File: src/rtl/mem_pkg.sv
// Shared types for the memory access unit: access size codes, FSM states and
// the alignment rule used when a request is accepted.
`timescale 1ns/1ps
package mem_pkg;

  typedef enum logic [1:0] {
    SizeByte = 2'b00,
    SizeHalf = 2'b01,
    SizeWord = 2'b10,
    SizeBad  = 2'b11
  } size_e;

  typedef enum logic [1:0] {
    StIdle,
    StLoadWait,
    StRmw
  } state_e;

  function automatic logic misaligned(input size_e size, input logic [1:0] offset);
    unique case (size)
      SizeByte: misaligned = 1'b0;
      SizeHalf: misaligned = offset[0];
      SizeWord: misaligned = (offset != 2'b00);
      default:  misaligned = 1'b1;
    endcase
  endfunction

endpackage

File: src/rtl/mem_access_unit_if.sv
// Request/response bundle between the MEM stage and the access unit, plus the
// word-RAM port. The unit uses the slave view; the pipeline/RAM side the master view.
`timescale 1ns/1ps
interface mem_access_unit_if #(
  parameter int unsigned MEM_AW = 14
) ();
  logic              req_valid;
  logic              req_we;
  logic [1:0]        req_size;
  logic              req_signed;
  logic [31:0]       req_addr;
  logic [31:0]       req_wdata;
  logic              busy;
  logic              rdata_valid;
  logic [31:0]       rdata;
  logic              wr_done;
  logic              err;
  logic [MEM_AW-1:0] mem_addr;
  logic [31:0]       mem_wdata;
  logic              mem_we;
  logic [31:0]       mem_rdata;

  modport slave (
    input  req_valid, req_we, req_size, req_signed, req_addr, req_wdata, mem_rdata,
    output busy, rdata_valid, rdata, wr_done, err, mem_addr, mem_wdata, mem_we
  );

  modport master (
    output req_valid, req_we, req_size, req_signed, req_addr, req_wdata, mem_rdata,
    input  busy, rdata_valid, rdata, wr_done, err, mem_addr, mem_wdata, mem_we
  );
endinterface

File: src/rtl/byte_lane_align.sv
// Little-endian lane handling: extracts and extends a load from a RAM word, and
// merges right-aligned store data into a RAM word for read-modify-write.
`timescale 1ns/1ps
module byte_lane_align
  import mem_pkg::*;
(
  input  logic [31:0] word,
  input  logic [31:0] wdata,
  input  logic [1:0]  offset,
  input  size_e       size,
  input  logic        is_signed,
  output logic [31:0] load_data,
  output logic [31:0] merged
);
  logic [7:0]  lane_b;
  logic [15:0] lane_h;
  logic [31:0] mask;
  logic [31:0] wrep;

  always_comb begin
    lane_b    = 8'(word >> {offset, 3'b000});
    lane_h    = offset[1] ? word[31:16] : word[15:0];
    load_data = word;
    mask      = 32'hFFFF_FFFF;
    wrep      = wdata;
    unique case (size)
      SizeByte: begin
        load_data = {{24{is_signed & lane_b[7]}}, lane_b};
        mask      = 32'h0000_00FF << {offset, 3'b000};
        wrep      = {4{wdata[7:0]}};
      end
      SizeHalf: begin
        load_data = {{16{is_signed & lane_h[15]}}, lane_h};
        mask      = offset[1] ? 32'hFFFF_0000 : 32'h0000_FFFF;
        wrep      = {2{wdata[15:0]}};
      end
      default: ;
    endcase
    merged = (word & ~mask) | (wrep & mask);
  end
endmodule

File: src/rtl/mem_access_unit.sv
// Load/store unit between the MEM stage and a one-cycle-latency word RAM.
// Word stores write in the accept cycle; sub-word stores read-modify-write.
`timescale 1ns/1ps
module mem_access_unit
  import mem_pkg::*;
#(
  parameter int unsigned MEM_AW = 14
) (
  input logic               clk,
  input logic               rst_n,
  mem_access_unit_if.slave  bus
);
  state_e            state_q, state_d;
  logic [MEM_AW-1:0] addr_q, addr_d;
  logic [1:0]        off_q, off_d;
  size_e             size_q, size_d;
  logic              signed_q, signed_d;
  logic [31:0]       wdata_q, wdata_d;
  logic [31:0]       rdata_q, rdata_d;
  logic              rdata_valid_q, rdata_valid_d;
  logic              wr_done_q, wr_done_d;
  logic              err_q, err_d;
  logic              mem_we;
  logic [31:0]       lane_load, lane_merged;
  size_e             req_size;
  logic              unused_addr;

  assign req_size    = size_e'(bus.req_size);
  assign unused_addr = ^bus.req_addr[31:MEM_AW+2];

  byte_lane_align u_align (
    .word      (bus.mem_rdata),
    .wdata     (wdata_q),
    .offset    (off_q),
    .size      (size_q),
    .is_signed (signed_q),
    .load_data (lane_load),
    .merged    (lane_merged)
  );

  always_comb begin
    state_d       = state_q;
    addr_d        = addr_q;
    off_d         = off_q;
    size_d        = size_q;
    signed_d      = signed_q;
    wdata_d       = wdata_q;
    rdata_d       = rdata_q;
    rdata_valid_d = 1'b0;
    wr_done_d     = 1'b0;
    err_d         = 1'b0;
    mem_we        = 1'b0;
    bus.mem_addr  = bus.req_addr[MEM_AW+1:2];
    bus.mem_wdata = bus.req_wdata;
    unique case (state_q)
      StIdle: begin
        if (bus.req_valid) begin
          if (misaligned(req_size, bus.req_addr[1:0])) begin
            err_d = 1'b1;
          end else begin
            addr_d   = bus.req_addr[MEM_AW+1:2];
            off_d    = bus.req_addr[1:0];
            size_d   = req_size;
            signed_d = bus.req_signed;
            wdata_d  = bus.req_wdata;
            if (bus.req_we && req_size == SizeWord) begin
              mem_we    = 1'b1;
              wr_done_d = 1'b1;
            end else if (bus.req_we) begin
              state_d = StRmw;
            end else begin
              state_d = StLoadWait;
            end
          end
        end
      end
      StLoadWait: begin
        bus.mem_addr  = addr_q;
        rdata_d       = lane_load;
        rdata_valid_d = 1'b1;
        state_d       = StIdle;
      end
      StRmw: begin
        bus.mem_addr  = addr_q;
        bus.mem_wdata = lane_merged;
        mem_we        = 1'b1;
        wr_done_d     = 1'b1;
        state_d       = StIdle;
      end
      default: state_d = StIdle;
    endcase
    // A reset edge aborts whatever write this cycle would have committed.
    if (!rst_n) mem_we = 1'b0;
  end

  assign bus.mem_we      = mem_we;
  assign bus.busy        = (state_q != StIdle);
  assign bus.rdata_valid = rdata_valid_q;
  assign bus.rdata       = rdata_q;
  assign bus.wr_done     = wr_done_q;
  assign bus.err         = err_q;

  always_ff @(posedge clk) begin
    if (!rst_n) begin
      state_q       <= StIdle;
      addr_q        <= '0;
      off_q         <= '0;
      size_q        <= SizeByte;
      signed_q      <= 1'b0;
      wdata_q       <= '0;
      rdata_q       <= '0;
      rdata_valid_q <= 1'b0;
      wr_done_q     <= 1'b0;
      err_q         <= 1'b0;
    end else begin
      state_q       <= state_d;
      addr_q        <= addr_d;
      off_q         <= off_d;
      size_q        <= size_d;
      signed_q      <= signed_d;
      wdata_q       <= wdata_d;
      rdata_q       <= rdata_d;
      rdata_valid_q <= rdata_valid_d;
      wr_done_q     <= wr_done_d;
      err_q         <= err_d;
    end
  end
endmodule

File: src/flat_wrapper.sv
// flat-port wrapper written by rule: the top's interface ports become plain ports
module mem_access_unit_flat import mem_pkg::*;
#(
  parameter int unsigned MEM_AW = 14
)
  (clk, rst_n, bus_req_valid, bus_req_we, bus_req_size, bus_req_signed, bus_req_addr, bus_req_wdata, bus_mem_rdata, bus_busy, bus_rdata_valid, bus_rdata, bus_wr_done, bus_err, bus_mem_addr, bus_mem_wdata, bus_mem_we);
  mem_access_unit_if #(.MEM_AW(MEM_AW)) bus_i ();
  input logic clk;
  input logic rst_n;
  input wire logic [$bits(bus_i.req_valid)-1:0] bus_req_valid;
  input wire logic [$bits(bus_i.req_we)-1:0] bus_req_we;
  input wire logic [$bits(bus_i.req_size)-1:0] bus_req_size;
  input wire logic [$bits(bus_i.req_signed)-1:0] bus_req_signed;
  input wire logic [$bits(bus_i.req_addr)-1:0] bus_req_addr;
  input wire logic [$bits(bus_i.req_wdata)-1:0] bus_req_wdata;
  input wire logic [$bits(bus_i.mem_rdata)-1:0] bus_mem_rdata;
  output wire logic [$bits(bus_i.busy)-1:0] bus_busy;
  output wire logic [$bits(bus_i.rdata_valid)-1:0] bus_rdata_valid;
  output wire logic [$bits(bus_i.rdata)-1:0] bus_rdata;
  output wire logic [$bits(bus_i.wr_done)-1:0] bus_wr_done;
  output wire logic [$bits(bus_i.err)-1:0] bus_err;
  output wire logic [$bits(bus_i.mem_addr)-1:0] bus_mem_addr;
  output wire logic [$bits(bus_i.mem_wdata)-1:0] bus_mem_wdata;
  output wire logic [$bits(bus_i.mem_we)-1:0] bus_mem_we;
  assign bus_i.req_valid = bus_req_valid;
  assign bus_i.req_we = bus_req_we;
  assign bus_i.req_size = bus_req_size;
  assign bus_i.req_signed = bus_req_signed;
  assign bus_i.req_addr = bus_req_addr;
  assign bus_i.req_wdata = bus_req_wdata;
  assign bus_i.mem_rdata = bus_mem_rdata;
  assign bus_busy = bus_i.busy;
  assign bus_rdata_valid = bus_i.rdata_valid;
  assign bus_rdata = bus_i.rdata;
  assign bus_wr_done = bus_i.wr_done;
  assign bus_err = bus_i.err;
  assign bus_mem_addr = bus_i.mem_addr;
  assign bus_mem_wdata = bus_i.mem_wdata;
  assign bus_mem_we = bus_i.mem_we;
  mem_access_unit #(.MEM_AW(MEM_AW)) u_core (.clk(clk), .rst_n(rst_n), .bus(bus_i));
endmodule
File: config.mk
export PLATFORM = sky130hd
export DESIGN_NAME = mem_access_unit_flat
export DESIGN_NICKNAME = d
export VERILOG_FILES = /design/src/rtl/mem_pkg.sv /design/src/rtl/mem_access_unit_if.sv /design/src/rtl/byte_lane_align.sv /design/src/rtl/mem_access_unit.sv /design/src/flat_wrapper.sv
export SDC_FILE = /design/constraint.sdc
export NUM_CORES = 1
export LEC_CHECK = 0
export ABC_CLOCK_PERIOD_IN_PS = 5700
export BUFFER_PORTS_ARGS = -buffer_cell sky130_fd_sc_hd__clkbuf_2
export CORE_UTILIZATION = 40
export CTS_CLUSTER_DIAMETER = 120
export DETAILED_ROUTE_END_ITERATION = 8
export PLACE_DENSITY = 0.64
export SLEW_MARGIN = 10
export SYNTH_ARGS = -nofsm -noshare
export SYNTH_HDL_FRONTEND = slang
export SYNTH_SLANG_ARGS = --single-unit
File: constraint.sdc
create_clock -name clk -period 5.7 [get_ports clk]
set_input_delay 1.14 -clock clk [delete_from_list [all_inputs] [get_ports clk]]
set_output_delay 1.14 -clock clk [all_outputs]
set_load 0.1 [all_outputs]
# After elaboration in Yosys (flattened, before gate mapping)
# Index checks and enable logic that the tools add are counted.
[word_totals] regBits=88 input_bits=103 output_inout_bits=83 elab_cells=54
[classes] n_eq_ne=5 shifts=2 n_mux=18 bitwise_logic=8 n_reduce_logical=11
[ops] operator="$pmux 32 s2" count=3
[ops] operator="$and 32x32->32" count=2
[ops] operator="$mux 32" count=2
[ops] operator="$not 32->32" count=1
[ops] operator="$or 32x32->32" count=1
[ops] operator="$shl 8x5->32 const A" count=1
[ops] operator="$shr 32x5->8" count=1
[ops] operator="$mux 16" count=1
[ops] operator="$mux 14" count=1
[ops] operator="$reduce_and 3->1" count=3
[ops] operator="$mux 1" count=8
[ops] operator="$eq 2x1->1 const B" count=3
[ops] operator="$logic_not 2->1" count=3
[ops] operator="$eq 2x2->1 const B" count=2
[ops] operator="$reduce_bool 2->1" count=2
[ops] operator="$pmux 1 s3" count=1
[ops] operator="$and 1x1->1" count=2
[ops] operator="$mux 2" count=1
[ops] operator="$not 1->1" count=2
[ops] operator="$pmux 1 s2" count=1
[ops] operator="$reduce_and 2->1" count=1
[ops] operator="$reduce_or 2->1" count=1
[ops] operator="$logic_and 1x1->1" count=1

# Longest topological paths before layout
[depth] depth_word=8 ltp_mapped=8 mapped_depth_nobuf=5

# Modules after synthesis
# Synthesis repeated with hierarchy kept, for this count alone.
[hier_totals] cells_unflattened=608 hier_area_um2=5660.4
[by_module_without_submodules] module="mem_access_unit" n_inst=1 cells_each=405 area_each_um2=4082.7 seq_area_each_um2=1761.7
[by_module_without_submodules] module="byte_lane_align" n_inst=1 cells_each=203 area_each_um2=1577.8 seq_area_each_um2=0.0

# Worst setup path after synthesis
# No wires, ideal clock.
[synth_path] kind="reg2out" startpoint="reg u_core.size_q[0]" endpoint="out bus_mem_wdata[16]" t_arrival_ns=4.399 required_time_ns=4.560 slack_ns=0.161 stages_incl_launch_ff=5 path_buffers=1 cell_sequence="dfxtp_1 -> buf_2 -> nand2b_1 -> a21oi_1 -> o311ai_0"
[synth_via] elab_chain_cells=6 elab_cells_between_ends=9 cone_classes="eq/ne (1); mux (3); bitwise (4); reduce/logical (1)"
[synth_lines] element="start, declared" line="mem_access_unit.sv:16" rtl="size_e size_q, size_d;"
[synth_lines] element="start signal, assigned" line="mem_access_unit.sv:108" rtl="size_q <= SizeByte;"
[synth_lines] element="start signal, assigned" line="mem_access_unit.sv:119" rtl="size_q <= size_d;"
[synth_lines] element="$eq 2x1->1 or $logic_not 2->1 (tied branches)" line="byte_lane_align.sv:26" rtl="unique case (size)"
[synth_lines] element="$pmux 32 s2" line="byte_lane_align.sv:26"
[synth_lines] element="$not 32->32" line="byte_lane_align.sv:39" rtl="merged = (word & ~mask) | (wrep & mask);"
[synth_lines] element="$and 32x32->32" line="byte_lane_align.sv:39"
[synth_lines] element="$or 32x32->32 *" line="byte_lane_align.sv:39"
[synth_lines] element="$mux 32 *" line="mem_access_unit.sv:55" rtl="unique case (state_q)"
[synth_lines] element="end, declared" line="flat_wrapper.sv:23" rtl="output wire logic [$bits(bus_i.mem_wdata)-1:0] bus_mem_wdata;"
# Every way passes the cells marked *; elsewhere a longest branch is shown, timed or not.

# Worst setup path in the final report
[layout_path] startpoint="reg u_core.size_q[0]" endpoint="out bus_mem_wdata[23]"
# Same word-level chain as after synthesis.

==> impl_metrics.csv <==
group,metric,value,unit
grt,grtUsageTotal,25.4,%
synth,synth-edff-count,0,
sta,skew,0.00437,ns
worst_setup_path,reg2reg_to,"u_core.bus.rdata[15]",
min_path,min_path_cells,2,
clock_network,clock-sinks,88,
worst_setup_path,max_stage_delay,0.59,ns
clock_network,cts_resized,0,
synth,synthFlopType,"dfxtp_1",
clock_network,cts-buffers-inserted,9,
grt,grt_max_degree,80,
worst_setup_path,slowest_stage,"dfxtp_1",
route,via_per_inst,5.89,
die,die_y,118,um
synth,ys_ff_latch,88,
worst_setup_path,rrSetupSlack,3.46,ns
min_path,min_to,"u_core.addr_q[12]",
clock_network,clockBufferDepth,2,
route,drc_errors,0,
die,start_util,41.7,%
grt,antenna_found_initial,0,
route,dr.pass1.iters,5,
route,routedWlPerCell,18.9,um
synth,syn_nets,751,
worst_setup_path,worstPathCellList,"buf_4 -> nand2b_1 -> a21oi_1 -> o311ai_0 -> clkbuf_2",
layout,finalNonFillerCells,950,
sta,tightest_slew,1.11,ns
place,gp_congestion,0.824,
worst_setup_path,endpoint_kind,"output pin",
worst_setup_path,ff2ff_path_depth,6,
worst_setup_path,crit_path_max_fanout,15,
layout,fin_nets,879,
worst_setup_path,r2r_start,"u_core.state_q[1]",
clock_network,cts_tree,"yes",
sta,min_period_over_period,72.9,%
die,core_region_area,0.0129,sq mm
sta,max_freq,241,MHz
synth,syn_avg_cell_area,8.33,sq um
clock_network,cts-root-buf,"clkbuf_16",
layout,n_antenna_cell,0,
synth,synthArstFlopShare,0,%
synth,ys_warn_count,0,
place,portBuffers,169,
worst_setup_path,crit_family,"buffers and inverters",
synth,syn-instance-count,645,
route,antenna_left,0,
layout,layout_common_cells,"clkbuf_2 (168), nand2_1 (148), dfxtp_1 (87)",
place,dp_hpwl,12800,um
synth,ys_seq_area_share,32.8,%
synth,synthesis.area,0.00538,sq mm
clock_network,clkLatencyLatePin,0.35,ns
clock_network,cts_hold_buf,0,
min_path,hold_class,"flop to flop",
sta,slew-limit-headroom,26.1,%
place,pre_cts_slack,1.97,ns
worst_setup_path,cp_num_buf_inv,2,
route,drt_first_iter_violations,384,
layout,drive_above_1_share,31.9,%
sta,hold_viol_final,0,
grt,grt_pass1_vias,5068,
power,ir_worst_vdd,0.162,mV
clock_network,post-cts-setup-buffers,0,
worst_setup_path,critPathRequiredTime,4.56,ns
sta,worst_slack,1.54,ns
clock_network,clkSlewWorstSetupHoldPaths,0.07,ns
sta,finalMaxSlewViolations,0,
sta,tns,0,ns
run,maxCapViolCount,0,
die,die_x,118,um
place,dpl.cell_count,934,
die,num_rows,41,
route,vias,5595,
sta,setup_violations,0,
grt,overflow,0,
clock_network,htree_num_levels,3,
synth,synth_cell_type_count,52,
die,die_area,0.0139,sq mm
power,power_density,294,mW/mm^2
sta,period_minus_slack,4.16,ns
layout,syn_to_final_growth,21.5,%
route,wl,18000,um
worst_setup_path,critPathKind,"flop to output pin",
power,leakage,2.70,nW
sta,grt_setup_unrepaired,"no",
worst_setup_path,cp.arrival,3.02,ns
worst_setup_path,critPathLaunchType,"flop",
grt,grt_pass1_wl,27800,um
status,status,"finished clean",
min_path,min_from,"u_core.addr_q[12]",
layout,final_common_cell,"clkbuf_2",
die,io_pins,186,
[worst reg2reg max path, delay by kind of cell (launching register included)]
kind | cells | cell delay, ns
AO/OA/AOI/OAI | 2 | 0.60
adder cells (fa/ha/maj) | 1 | 0.16
buffers and inverters | 3 | 1.00
flip-flops | 1 | 0.32
[cells by family (layout without fill, tap and decap cells)]
kind of cell               Yosys count  after routing  synth area share [%]
AOI/OAI and AO/OA                  178            178                  24.2
adders and majority gates            3              3                 0.698
buffers and inverters               69            202                  5.66
DFF                                 88             88                  32.8
muxes                              100            100                  19.6
and+or+nand+nor                    207            207                  17.1
[layout make-up]
type | instances | area, sq um
Sequential cell | 88 | 1760
Clock inverter | 4 | 26.3
Inverter | 9 | 33.8
Fill cell | 1260 | 6340
Clock buffer | 12 | 267
Timing Repair Buffer | 177 | 908
Multi-Input combinational cell | 488 | 3320
Tap cell | 172 | 215
[sequential cells by signal, summed over array words and instances, names as in the netlist]
signal / count
u_core.bus.rdata: 32
u_core.bus.wr_done: 1
u_core.wdata_q: 32
u_core.state_q: 2
u_core.bus.rdata_valid: 1
u_core.off_q: 2
u_core.bus.err: 1
u_core.signed_q: 1
u_core.addr_q: 14
u_core.size_q: 2
[cell usage after synthesis, types with 2 or more instances]
cell       instances  share of area [%]
inv_1              6               0.42
buf_1              2               0.14
nor2b_1           11                1.3
o311ai_0           9                1.5
mux2i_1           68                 13
and2_1             2               0.23
o2111ai_1         16                2.6
a21boi_0           3               0.42
buf_2             14                1.3
clkbuf_1          37                2.6
nand4_1            2               0.23
o221ai_1           9                1.5
dfxtp_1           88                 33
nor2_1             8               0.56
nand3_1           19                1.8
buf_4              5               0.70
o21ai_0           40                3.7
ha_1               3               0.70
mux2_2            31                6.5
nand2_1          148                 10
nand2b_1           2               0.23
a31o_2            15                2.4
a31oi_1            8               0.93
a41oi_1           17                2.8
a32oi_1            7                1.1
o21a_1             4               0.56
and3b_1            8                1.3
o211ai_1           8                1.1
clkinv_1           2               0.14
a221oi_1           7                1.1
a21oi_1           25                2.3
[through the flow]
step	total power, W	instance area (sq um)	hold WS [ns]	utilization [%]
2_1_floorplan	0.00120	5380	0.431	-
3_3_place_gp	0.00133	6240	0.440	48.5
3_5_place_dp	0.00134	6240	0.447	48.5
4_1_cts	0.00192	6530	0.458	50.7
5_1_grt	0.00198	6530	0.473	50.7
6_report	0.00192	6530	0.460	50.7
[per-layer routing]
metal	share of wire, %	wire length, um	global-route usage, %	vias to the layer above
li1	-	-	-	2639
met1	46	8200	35.3	2675
met2	45	8040	39.2	259
met3	7.8	1410	4.94	22
met4	1.9	336	8.49	0
met5	0	0	0	-
[power breakdown]
part           leakage, nW  internal [W]  total [W]  switching (W)
logic                 1.84      0.000140   0.000652       0.000512
clock network        0.145      0.000332   0.000595       0.000263
registers            0.717      0.000649   0.000674      0.0000252
total                 2.70       0.00112    0.00192       0.000799
[worst max path at each step]
| stage | start | to | slack (ns) | cells after the start |
|---|---|---|---|---|
| 2_1_floorplan | u_core.size_q[0] | bus_mem_wdata[16] | 0.16 | 4 |
| 3_3_place_gp | u_core.size_q[0] | bus_mem_wdata[23] | 2.00 | 5 |
| 3_5_place_dp | u_core.size_q[0] | bus_mem_wdata[23] | 1.97 | 5 |
| 4_1_cts | u_core.size_q[0] | bus_mem_wdata[23] | 1.58 | 5 |
| 5_1_grt | u_core.size_q[0] | bus_mem_wdata[23] | 1.47 | 5 |
| 6_report | u_core.size_q[0] | bus_mem_wdata[23] | 1.54 | 5 |
No activity file was read; power rests on OpenSTA's default activity.
